[src/rtl/fol_coef_sched.sv]
// Coefficient scheduler for the FOL_Filter16 a0 input.
// A request is accepted from the control side. The coefficient then walks
// toward the target in bounded steps with a programmable dwell between steps.
// After the final step a settle window runs, and a done pulse ends the cycle.
//
//   state     | meaning
//   ----------+---------------------------------------------------------
//   ST_IDLE   | ready for a request, o_a0 holds its last value
//   ST_RAMP   | stepping o_a0 toward the latched target every dwell edges
//   ST_SETTLE | target reached, counting out the settle window
module fol_coef_sched #(
  parameter int unsigned N          = 15,
  parameter logic [15:0] A0_INIT    = 16'd10000,
  parameter int unsigned SETTLE_CYC = 64
) (
  input  logic        i_clkp,
  input  logic        i_rstn,
  input  logic        i_req_vld,
  output logic        o_req_rdy,
  input  logic [15:0] i_tgt_a0,
  input  logic [15:0] i_step,
  input  logic [15:0] i_dwell,
  input  logic        i_abort,
  output logic [15:0] o_a0,
  output logic        o_busy,
  output logic        o_done,
  output logic        o_aborted,
  output logic        o_clamp
);

  localparam logic [16:0] A0_MAX      = 17'(1) << N;
  localparam logic [15:0] SETTLE_LAST = 16'(SETTLE_CYC - 1);

  typedef enum logic [1:0] {ST_IDLE, ST_RAMP, ST_SETTLE} state_t;

  state_t      state_q, state_d;
  logic [15:0] a0_q, a0_d;
  logic [15:0] tgt_q, tgt_d;
  logic [15:0] step_q, step_d;
  logic [15:0] dwell_q, dwell_d;
  logic [15:0] cnt_q, cnt_d;
  logic        rdy_q, rdy_d;
  logic        busy_q, busy_d;
  logic        done_q, done_d;
  logic        aborted_q, aborted_d;
  logic        clamp_q, clamp_d;

  logic        req_over;
  logic [15:0] req_tgt;
  logic        dir_up;
  logic [16:0] diff_mag;

  // Targets above 2^N are pinned to the top of the legal coefficient range.
  assign req_over = {1'b0, i_tgt_a0} > A0_MAX;
  assign req_tgt  = req_over ? A0_MAX[15:0] : i_tgt_a0;

  // Distance to target as 17-bit magnitude plus direction.
  assign dir_up   = tgt_q > a0_q;
  assign diff_mag = dir_up ? ({1'b0, tgt_q} - {1'b0, a0_q})
                           : ({1'b0, a0_q} - {1'b0, tgt_q});

  // State and output registers with synchronous active-low reset.
  always_ff @(posedge i_clkp) begin
    if (!i_rstn) begin
      state_q   <= ST_IDLE;
      a0_q      <= A0_INIT;
      tgt_q     <= A0_INIT;
      step_q    <= '0;
      dwell_q   <= 16'd1;
      cnt_q     <= '0;
      rdy_q     <= 1'b0;
      busy_q    <= 1'b0;
      done_q    <= 1'b0;
      aborted_q <= 1'b0;
      clamp_q   <= 1'b0;
    end else begin
      state_q   <= state_d;
      a0_q      <= a0_d;
      tgt_q     <= tgt_d;
      step_q    <= step_d;
      dwell_q   <= dwell_d;
      cnt_q     <= cnt_d;
      rdy_q     <= rdy_d;
      busy_q    <= busy_d;
      done_q    <= done_d;
      aborted_q <= aborted_d;
      clamp_q   <= clamp_d;
    end
  end

  // Next-state logic: accept, ramp stepping, settle countdown, abort.
  always_comb begin
    state_d   = state_q;
    a0_d      = a0_q;
    tgt_d     = tgt_q;
    step_d    = step_q;
    dwell_d   = dwell_q;
    cnt_d     = cnt_q;
    clamp_d   = clamp_q;
    done_d    = 1'b0;
    aborted_d = 1'b0;

    case (state_q)
      ST_IDLE: begin
        if (i_req_vld && rdy_q) begin
          tgt_d   = req_tgt;
          step_d  = i_step;
          dwell_d = (i_dwell == 16'd0) ? 16'd1 : i_dwell;
          clamp_d = req_over;
          cnt_d   = '0;
          if (req_tgt == a0_q) begin
            state_d = ST_SETTLE;
          end else if (i_step == 16'd0) begin
            a0_d    = req_tgt;
            state_d = ST_SETTLE;
          end else begin
            state_d = ST_RAMP;
          end
        end
      end
      ST_RAMP: begin
        if (i_abort) begin
          state_d   = ST_IDLE;
          aborted_d = 1'b1;
        end else if (cnt_q + 16'd1 == dwell_q) begin
          cnt_d = '0;
          if (diff_mag <= {1'b0, step_q}) begin
            a0_d    = tgt_q;
            state_d = ST_SETTLE;
          end else if (dir_up) begin
            a0_d = a0_q + step_q;
          end else begin
            a0_d = a0_q - step_q;
          end
        end else begin
          cnt_d = cnt_q + 16'd1;
        end
      end
      ST_SETTLE: begin
        if (i_abort) begin
          state_d   = ST_IDLE;
          aborted_d = 1'b1;
        end else if (cnt_q == SETTLE_LAST) begin
          state_d = ST_IDLE;
          done_d  = 1'b1;
        end else begin
          cnt_d = cnt_q + 16'd1;
        end
      end
      default: begin
        state_d = ST_IDLE;
      end
    endcase

    rdy_d  = (state_d == ST_IDLE);
    busy_d = (state_d != ST_IDLE);
  end

  assign o_req_rdy = rdy_q;
  assign o_a0      = a0_q;
  assign o_busy    = busy_q;
  assign o_done    = done_q;
  assign o_aborted = aborted_q;
  assign o_clamp   = clamp_q;

endmodule

[config.mk]
export PLATFORM = sky130hd
export DESIGN_NAME = fol_coef_sched
export DESIGN_NICKNAME = d
export VERILOG_FILES = /design/src/rtl/fol_coef_sched.sv
export SDC_FILE = /design/constraint.sdc
export NUM_CORES = 1
export LEC_CHECK = 0
export BUFFER_PORTS_ARGS = -buffer_cell sky130_fd_sc_hd__buf_2
export CAP_MARGIN = 15
export CELL_PAD_IN_SITES_DETAIL_PLACEMENT = 2
export CELL_PAD_IN_SITES_GLOBAL_PLACEMENT = 2
export CORE_UTILIZATION = 36
export DETAILED_ROUTE_END_ITERATION = 8
export PLACE_DENSITY_LB_ADDON = 0.1
export RECOVER_POWER = 25
export SLEW_MARGIN = 40
export SYNTH_ARGS = -nofsm -noshare
export SYNTH_HDL_FRONTEND = slang
export SYNTH_SLANG_ARGS = --single-unit
[constraint.sdc]
create_clock -name i_clkp -period 6.35 [get_ports i_clkp]
set_input_delay 1.27 -clock i_clkp [delete_from_list [all_inputs] [get_ports i_clkp]]
set_output_delay 1.27 -clock i_clkp [all_outputs]
set_load 0.02 [all_outputs]
==> metrics list, run 1 <==
* Status: complete, but fails checks
- Violated checks: max-capacitance violations, max-slew violations
- TritonCTS built the clock tree.
* Area of the die: 22500 um^2
- Proportion of layout cells with a drive suffix above 1: 11.0%
* Total congestion overflow after global routing: 0
- Compared with the post-synthesis result, the final layout area differs by 11.3%.
* Highest ir drop seen on vdd: 0.000248 V
- Area after detailed placement: 8480 um^2
- Number of diodes added for antenna fixing: 0
* Number of slew-limit violations in the final report: 54
- The first global-routing pass estimated 47400 um of wire.
- After clock tree synthesis, the clock-pin slew on the worst setup and hold paths is 0.07 ns.
- Counting flops and latches in the post-synthesis netlist gives 87.
- Number of primary I/O pins: 73
* Via count of the first global-routing pass: 8105
- Clock skew after layout: 0.00891 ns
- Total nets after synthesis: 1174
* Row cnt: 53
* Synth top area cells: dfxtp_1 (22%), ha_1 (11%), nand2_1 (6.9%), xnor2_1 (5.2%), a21boi_0 (4.0%)
- Synthesized instance count: 1050
* CTS sink count: 87
* Number of enable-type register cells in the synthesized netlist: 0
* Number of buffers created by CTS: 9
- The analysis attributes to cell leakage a power of 3.50 nW.
- The detailed router placed 8045 vias in this run.
- The congestion estimate from routability-driven global placement came to 0.883.
- Post-synthesis average cell area: 7.52 um^2
* Final instance count without filler cells: 1368
- Post-layout util: 41.3%
* DR DRC count: 0
- Period utilization: 92.8%
* Detail Placement HPWL: 24100 um
* First-iteration detailed-routing DRC count: 452
* Clock latency on the worst-skew pair: 0.36 ns
- Port buffering added 72 buffers.
- The initial antenna violation count is 0.
- Setup total negative slack on the finished layout was measured at 0 ns.
* GRT Util Overall: 27.9%
- The hold violation count in the final report was 0.
* Total Wirelength: 30900 um
* Post_cts resized: 0
- Prevailing post-synth register cell: dfxtp_1
* Mapped Area: 7890 um^2
- Setup Buffers After CTS: 0
* Drt pass-1 iters: 4
- dfxtp_1 takes more of the synthesized area than any other cell.
- Core area: 21300 um^2
- Die Height: 150 um
- Non-Filler Cell Area, Final: 8780 um^2
- Min Clock Period, post-route: 5.89 ns
- In this run the worst hold path is classified as reg -> reg.
- For this run, the top clock speed supported by timing is 170 MHz.
* Number of violations of the max-capacitance limit: 1
* Final routed wire length divided by cell count: 22.6 um
- Once detail routing completed, the nets flagged for antenna violations numbered 0.
- Sequential elements use 22.1% of the synthesized area.
* Clock Tree Buf Depth: 2
- Per-cell via count in the routed design: 5.88
- Critical Path Source Type: register
* DIE WIDTH: 150 um
- At the worst endpoint, the arrival time is 6.10 ns.
* Placed Cells incl. Taps: 1353
- Post-synth top area share: 22.1%
- In this run the tightest slew margin relative to its limit is -89.2%.
* Maximum number of pins on one net before global-route repair: 83
- Critical Path RT: 6.55 ns
* Transition time at the pin with the least slew margin: 2.84 ns
* Sort of element at the end of the critical path: register
- Share of synthesized registers carrying an async set or reset: 0%
- Nets: 1213
- In this run the power density over the cells is 484 nW/um^2.
* Unrepaired setup endpoints after global routing: false
* # setup viols final: 0
- Count of synthesis-stage warnings from yosys: 0
* Starting Density: 37.1%
- Number of fill cells: 2530
- Counting cells, the worst reg-to-reg path comes to 22.
- Hold_ws: 0.485 ns
- CTS built an H-tree with a depth of 3.
- Hold buffer count at cts: 0
- For flop-to-flop paths, the worst setup slack is 0.46 ns.
- Startpoint-to-endpoint class of the critical path: reg -> reg
* Number of different library cells in the post-synthesis netlist: 83
- The tree is rooted in a clkbuf_16.
* Largest fanout on the critical path: 9
- Hold-critical path depth: 2
[final timing paths]
path | from | end
max | o_a0[2] | o_a0[8]
min | dwell_q[11] | dwell_q[11]
max reg2reg | o_a0[2] | o_a0[8]
min reg2reg | dwell_q[11] | dwell_q[11]
[where the power goes]
part	switching, W	internal, W
logic	0.00175	0.00122
registers	0.0000668	0.000602
clock network	0.000262	0.000348
[worst max-delay path, cell delays in order (launching register included)]
cell,delay (ns)
dfxtp_1,0.45
inv_1,0.12
ha_1,0.42
a211oi_1,0.27
o221ai_1,0.27
a2111o_1,0.50
a21o_1,0.20
o21ai_2,0.34
mux2_2,0.41
o211ai_1,0.23
a21oi_1,0.11
o21ai_1,0.17
xor2_1,0.09
ha_1,0.21
a2111oi_0,0.47
o2111a_1,0.26
a311oi_1,0.05
buf_4,0.18
nor2_4,0.27
buf_4,0.26
mux2i_1,0.26
o211a_1,0.16
o21ai_1,0.05
[stage by stage]
stage / setup slack, ns / power (W)
floorplan: 1.06 / 0.00275
global placement: 0.646 / 0.00351
detailed placement: 0.499 / 0.00359
CTS: 0.443 / 0.00424
global route: 0.146 / 0.00453
finish: 0.456 / 0.00425
[routing by layer]
metal	GRT usage (%)	share of wire, %
met5	0	0
met4	6.62	1.4
met3	4.33	5.2
met2	42.8	43
met1	40.5	50
[Yosys cell counts, types with 8 or more instances]
cell	n
a21boi_0	42
o21ai_1	19
nor2_1	60
dfxtp_1	87
o21bai_1	10
clkbuf_1	36
a31oi_1	13
mux2i_1	20
a21o_1	20
nor3_1	18
ha_1	69
nand3b_1	8
xnor2_1	47
nor4_1	15
inv_1	69
nand4_1	16
a21oi_1	58
nor2b_1	10
a211oi_1	8
o211ai_1	12
buf_2	13
nand2_1	145
o21ai_0	52
nand2b_1	10
nand3_1	27
and2_1	14
xor2_1	20
[state kept, by name, indices dropped and copies added (netlist names)]
signal,cells
cnt_q,16
o_aborted,1
state_q,2
step_q,16
o_busy,1
o_a0,16
o_done,1
o_req_rdy,1
tgt_q,16
o_clamp,1
dwell_q,16
[placed cells by master (no fill, tap or decap), types with 20 or more instances in the layout]
| master | instances |
|---|---|
| inv_1 | 69 |
| xor2_1 | 20 |
| o21ai_0 | 52 |
| a21o_1 | 20 |
| nor2_1 | 60 |
| a21oi_1 | 58 |
| xnor2_1 | 47 |
| nand2_1 | 145 |
| a21boi_0 | 42 |
| dfxtp_1 | 87 |
| buf_2 | 67 |
| nand3_1 | 26 |
| ha_1 | 69 |
| mux2i_1 | 20 |
[final cells by class]
class | instances | area, um^2 | area share [%]
sequential | 87 | 1740 | 19.8
tap | 275 | 344 | 3.92
timing repair buffer | 89 | 490 | 5.58
clock buffer | 9 | 225 | 2.56
clock inverter | 6 | 93.8 | 1.07
inverter | 69 | 259 | 2.95
multi-input combinational | 833 | 5630 | 64.1
[cell families after synthesis]
group,Yosys count,share of synthesized area (%)
AND/OR/NAND/NOR,363,22.9
multiplexers,25,3.25
buffers and inverters,130,6.86
XOR/XNOR,67,7.43
AO/OA/AOI/OAI,306,25.8
flip-flops,87,22.1
adder cells (fa/ha/maj),72,11.7
(Power assumes the default switching activity.)
==> inputs of run 2 (changes only) <==
--- a/config.mk
+++ b/config.mk
@@ -5,11 +5,12 @@
 export SDC_FILE = /design/constraint.sdc
 export NUM_CORES = 1
 export LEC_CHECK = 0
-export BUFFER_PORTS_ARGS = -buffer_cell sky130_fd_sc_hd__buf_2
+export ABC_AREA = 1
+export BUFFER_PORTS_ARGS = -buffer_cell sky130_fd_sc_hd__clkbuf_2
 export CAP_MARGIN = 15
 export CELL_PAD_IN_SITES_DETAIL_PLACEMENT = 2
 export CELL_PAD_IN_SITES_GLOBAL_PLACEMENT = 2
-export CORE_UTILIZATION = 36
+export CORE_UTILIZATION = 33
 export DETAILED_ROUTE_END_ITERATION = 8
 export PLACE_DENSITY_LB_ADDON = 0.1
 export RECOVER_POWER = 25
==> run 2 against run 1 <==
Effect of this change: the flow still finishes with violations (max-capacitance violations, max-slew violations); cell count is 20% higher; synthesized cell count is 21% higher; fmax is 17% higher.
==> metrics list, run 2 <==
- The run finished, with violations left.
* Violated checks: max-capacitance violations, max-slew violations
* Synthesized instance count: 1266
- Counting flops and latches in the post-synthesis netlist gives 87.
- Sorting the synthesized cells by how often they occur yields nand2_1 (328), inv_1 (147), nor2_1 (144).
* Deepest level of the CTS H-tree: 3
- In this run the tightest slew margin relative to its limit is -111%.
- Post_cts resized: 0
* Clock skew after layout: 0.00981 ns
- Most frequent standard cell in the layout excluding fill and tap cells: nand2_1
* Synth top area cells: dfxtp_1 (22%), nand2_1 (16%), ha_1 (11%), a21oi_1 (7.1%), inv_1 (7.0%)
* Critical Path Most Common Cell: nand2_1
* Max Clock Freq: 198 MHz
- Starting Density: 33.6%
- Timing analysis after detailed placement gives a worst setup slack of 1.22 ns.
- Final routed wire length divided by cell count: 19.8 um
- The worst register-to-register path ends at o_a0[15].
- Root buf cell: clkbuf_16
* Total Wirelength: 32600 um
- Commonest cells after routing, fill and taps aside: nand2_1 (327), inv_1 (146), nor2_1 (144)
- At the pin with the least slew margin, the transition time is 3.16 ns.
* Count of synthesis-stage warnings from yosys: 0
- Cell family with most CP delay: simple AND/OR/NAND/NOR gates
* Hold-critical path depth: 2
* Unrepaired setup endpoints after global routing: false
- Min Clock Period, post-route: 5.05 ns
- Core area: 23400 um^2
- Number of antenna violations at the first check in global routing: 1
- Nets: 1445
* Setup Buffers After CTS: 0
* Area of the die: 24500 um^2
* Hold buffer count at cts: 0
- Proportion of layout cells with a drive suffix above 1: 8.22%
- First-iteration detailed-routing DRC count: 337
- Hold_ws: 0.480 ns
* Launching point of the worst reg2reg path: o_a0[12]
- Portion of the post-synthesis area used by sequential elements: 22.1%
- In this run the horizontal extent of the chip is 156 um.
* Startpoint-to-endpoint class of the critical path: reg -> reg
* Number of buffers and inverters on the critical path: 4
- Clock latency on the worst-skew pair: 0.37 ns
- In the routed design, unresolved DRC markers number 0.
* Critical Path Source Type: register
- The hold violation count in the final report is 0.
* Mapped Area: 7870 um^2
- Post-synth top area share: 22.1%
* Final GP Congestion: 0.878
- The worst register-to-register path has a setup slack of 1.30 ns.
- Synthesis produced a netlist with a net count of 1390.
* Post-synthesis average cell area: 6.22 um^2
- The initialized floorplan defines 56 standard-cell rows.
- Largest fanout on the critical path: 28
- Final setup margin: 1.30 ns
- The path class of the tightest hold or removal check is reg -> reg.
- For the worst flop-to-flop path, the logic depth is 32.
- CTS saw 87 sinks.
* Total congestion overflow after global routing: 0
- dfxtp_1 takes more of the synthesized area than any other cell.
* Worst stage delay on the critical path: 0.45 ns
- Most used standard cell by instance count after synthesis: nand2_1
- Endpoint with the worst hold slack: dwell_q[1]
- Cell at the slowest stage of the critical path: dfxtp_1
- Once detail routing completed, the nets flagged for antenna violations numbered 0.
- For the worst setup path, the data required time is 6.61 ns.
* Number of diodes added for antenna fixing: 0
* Prevailing post-synth register cell: dfxtp_1
- Summed over all failing endpoints, the final setup total negative slack is 0 ns.
- After clock tree synthesis, the clock-pin slew on the worst setup and hold paths is 0.08 ns.
- From bottom edge to top edge, the die measures 156 um.
* Clock Tree Buf Depth: 2
- Yosys mapped the design onto 48 distinct sky130hd cell types.
- Detail Placement HPWL: 25900 um
* Drt pass-1 iters: 4
* Via count of the first global-routing pass: 9169
- Number of violations of the max-capacitance limit: 2
* Port Buffers: 72
* Clock tree from TritonCTS: yes
- Area growth from synthesis to final layout: 11.3%
* Overall via count from detail_route: 8624
* GRT Util Overall: 27.4%
* Share of synthesized registers carrying an async set or reset: 0%
- Per-cell via count in the routed design: 5.24
* Period utilization: 79.6%
* Maximum number of pins on one net before global-route repair: 68
- The worst hold path begins at dwell_q[1].
- # setup viols final: 0
- Including well taps, the total number of placed cells is 1629.
- Worst EP arrival: 5.31 ns
- STA classifies the critical path endpoint as a register.
- Number of slew-limit violations in the final report: 100
* First-pass GRT wire length: 50400 um
- Number of primary I/O pins: 73
* Number of buffers created by CTS: 9
* Final instance count without filler cells: 1645
- Yosys mapped a number of flops with a built-in enable equal to 0.
[run 2: final cells by class]
class	instances	area (um^2)
inverters	154	582
clock inverters	7	53.8
flip-flops and latches	87	1740
multi-input cells	988	5360
clock buffers	9	225
fillers	3019	14600
well taps	319	399
repair buffers	81	399
[run 2: per-layer routing]
metal	vias up	wire [um]	part of all wire, %	track usage (%)
met5	-	0	0	0
met2	112	17500	54	53.4
met3	33	891	2.7	3.16
met4	0	708	2.2	8.17
met1	4231	13500	41	30.7
li1	4248	-	-	-
[run 2: how the worst max path moves through the flow]
stage,startpoint,cells past startpoint,to
4_1_cts,o_a0[12],32,o_a0[15]
6_report,o_a0[12],32,o_a0[15]
3_5_place_dp,o_a0[12],32,o_a0[15]
3_3_place_gp,o_a0[12],31,o_a0[15]
2_1_floorplan,o_a0[12],32,o_a0[3]
5_1_grt,o_a0[12],32,o_a0[15]
[run 2: stage by stage]
stage,util (%),area [um^2]
floorplan,-,7870
global placement,36.4,8510
detailed placement,36.4,8510
CTS,37.6,8790
global route,37.4,8760
finish,37.4,8760
[run 2: cells by family after synthesis]
logic type      count (synthesis)  synth area share (%)
compound gates                235                  16.4
xor+xnor                       42                  4.67
fa+ha+maj                      72                  11.7
buf+inv                       191                  9.79
flops                          87                  22.1
mux                             4                 0.509
simple gates                  635                  34.8
[run 2: worst min-delay path, stage by stage, from the launching register on]
cell and delay (ns):
dfxtp_1 0.33, inv_1 0.05, a211oi_1 0.06
Power of run 2 is not shown: default switching activity piles up to over one toggle a cycle in this logic, so the estimate is an artifact.
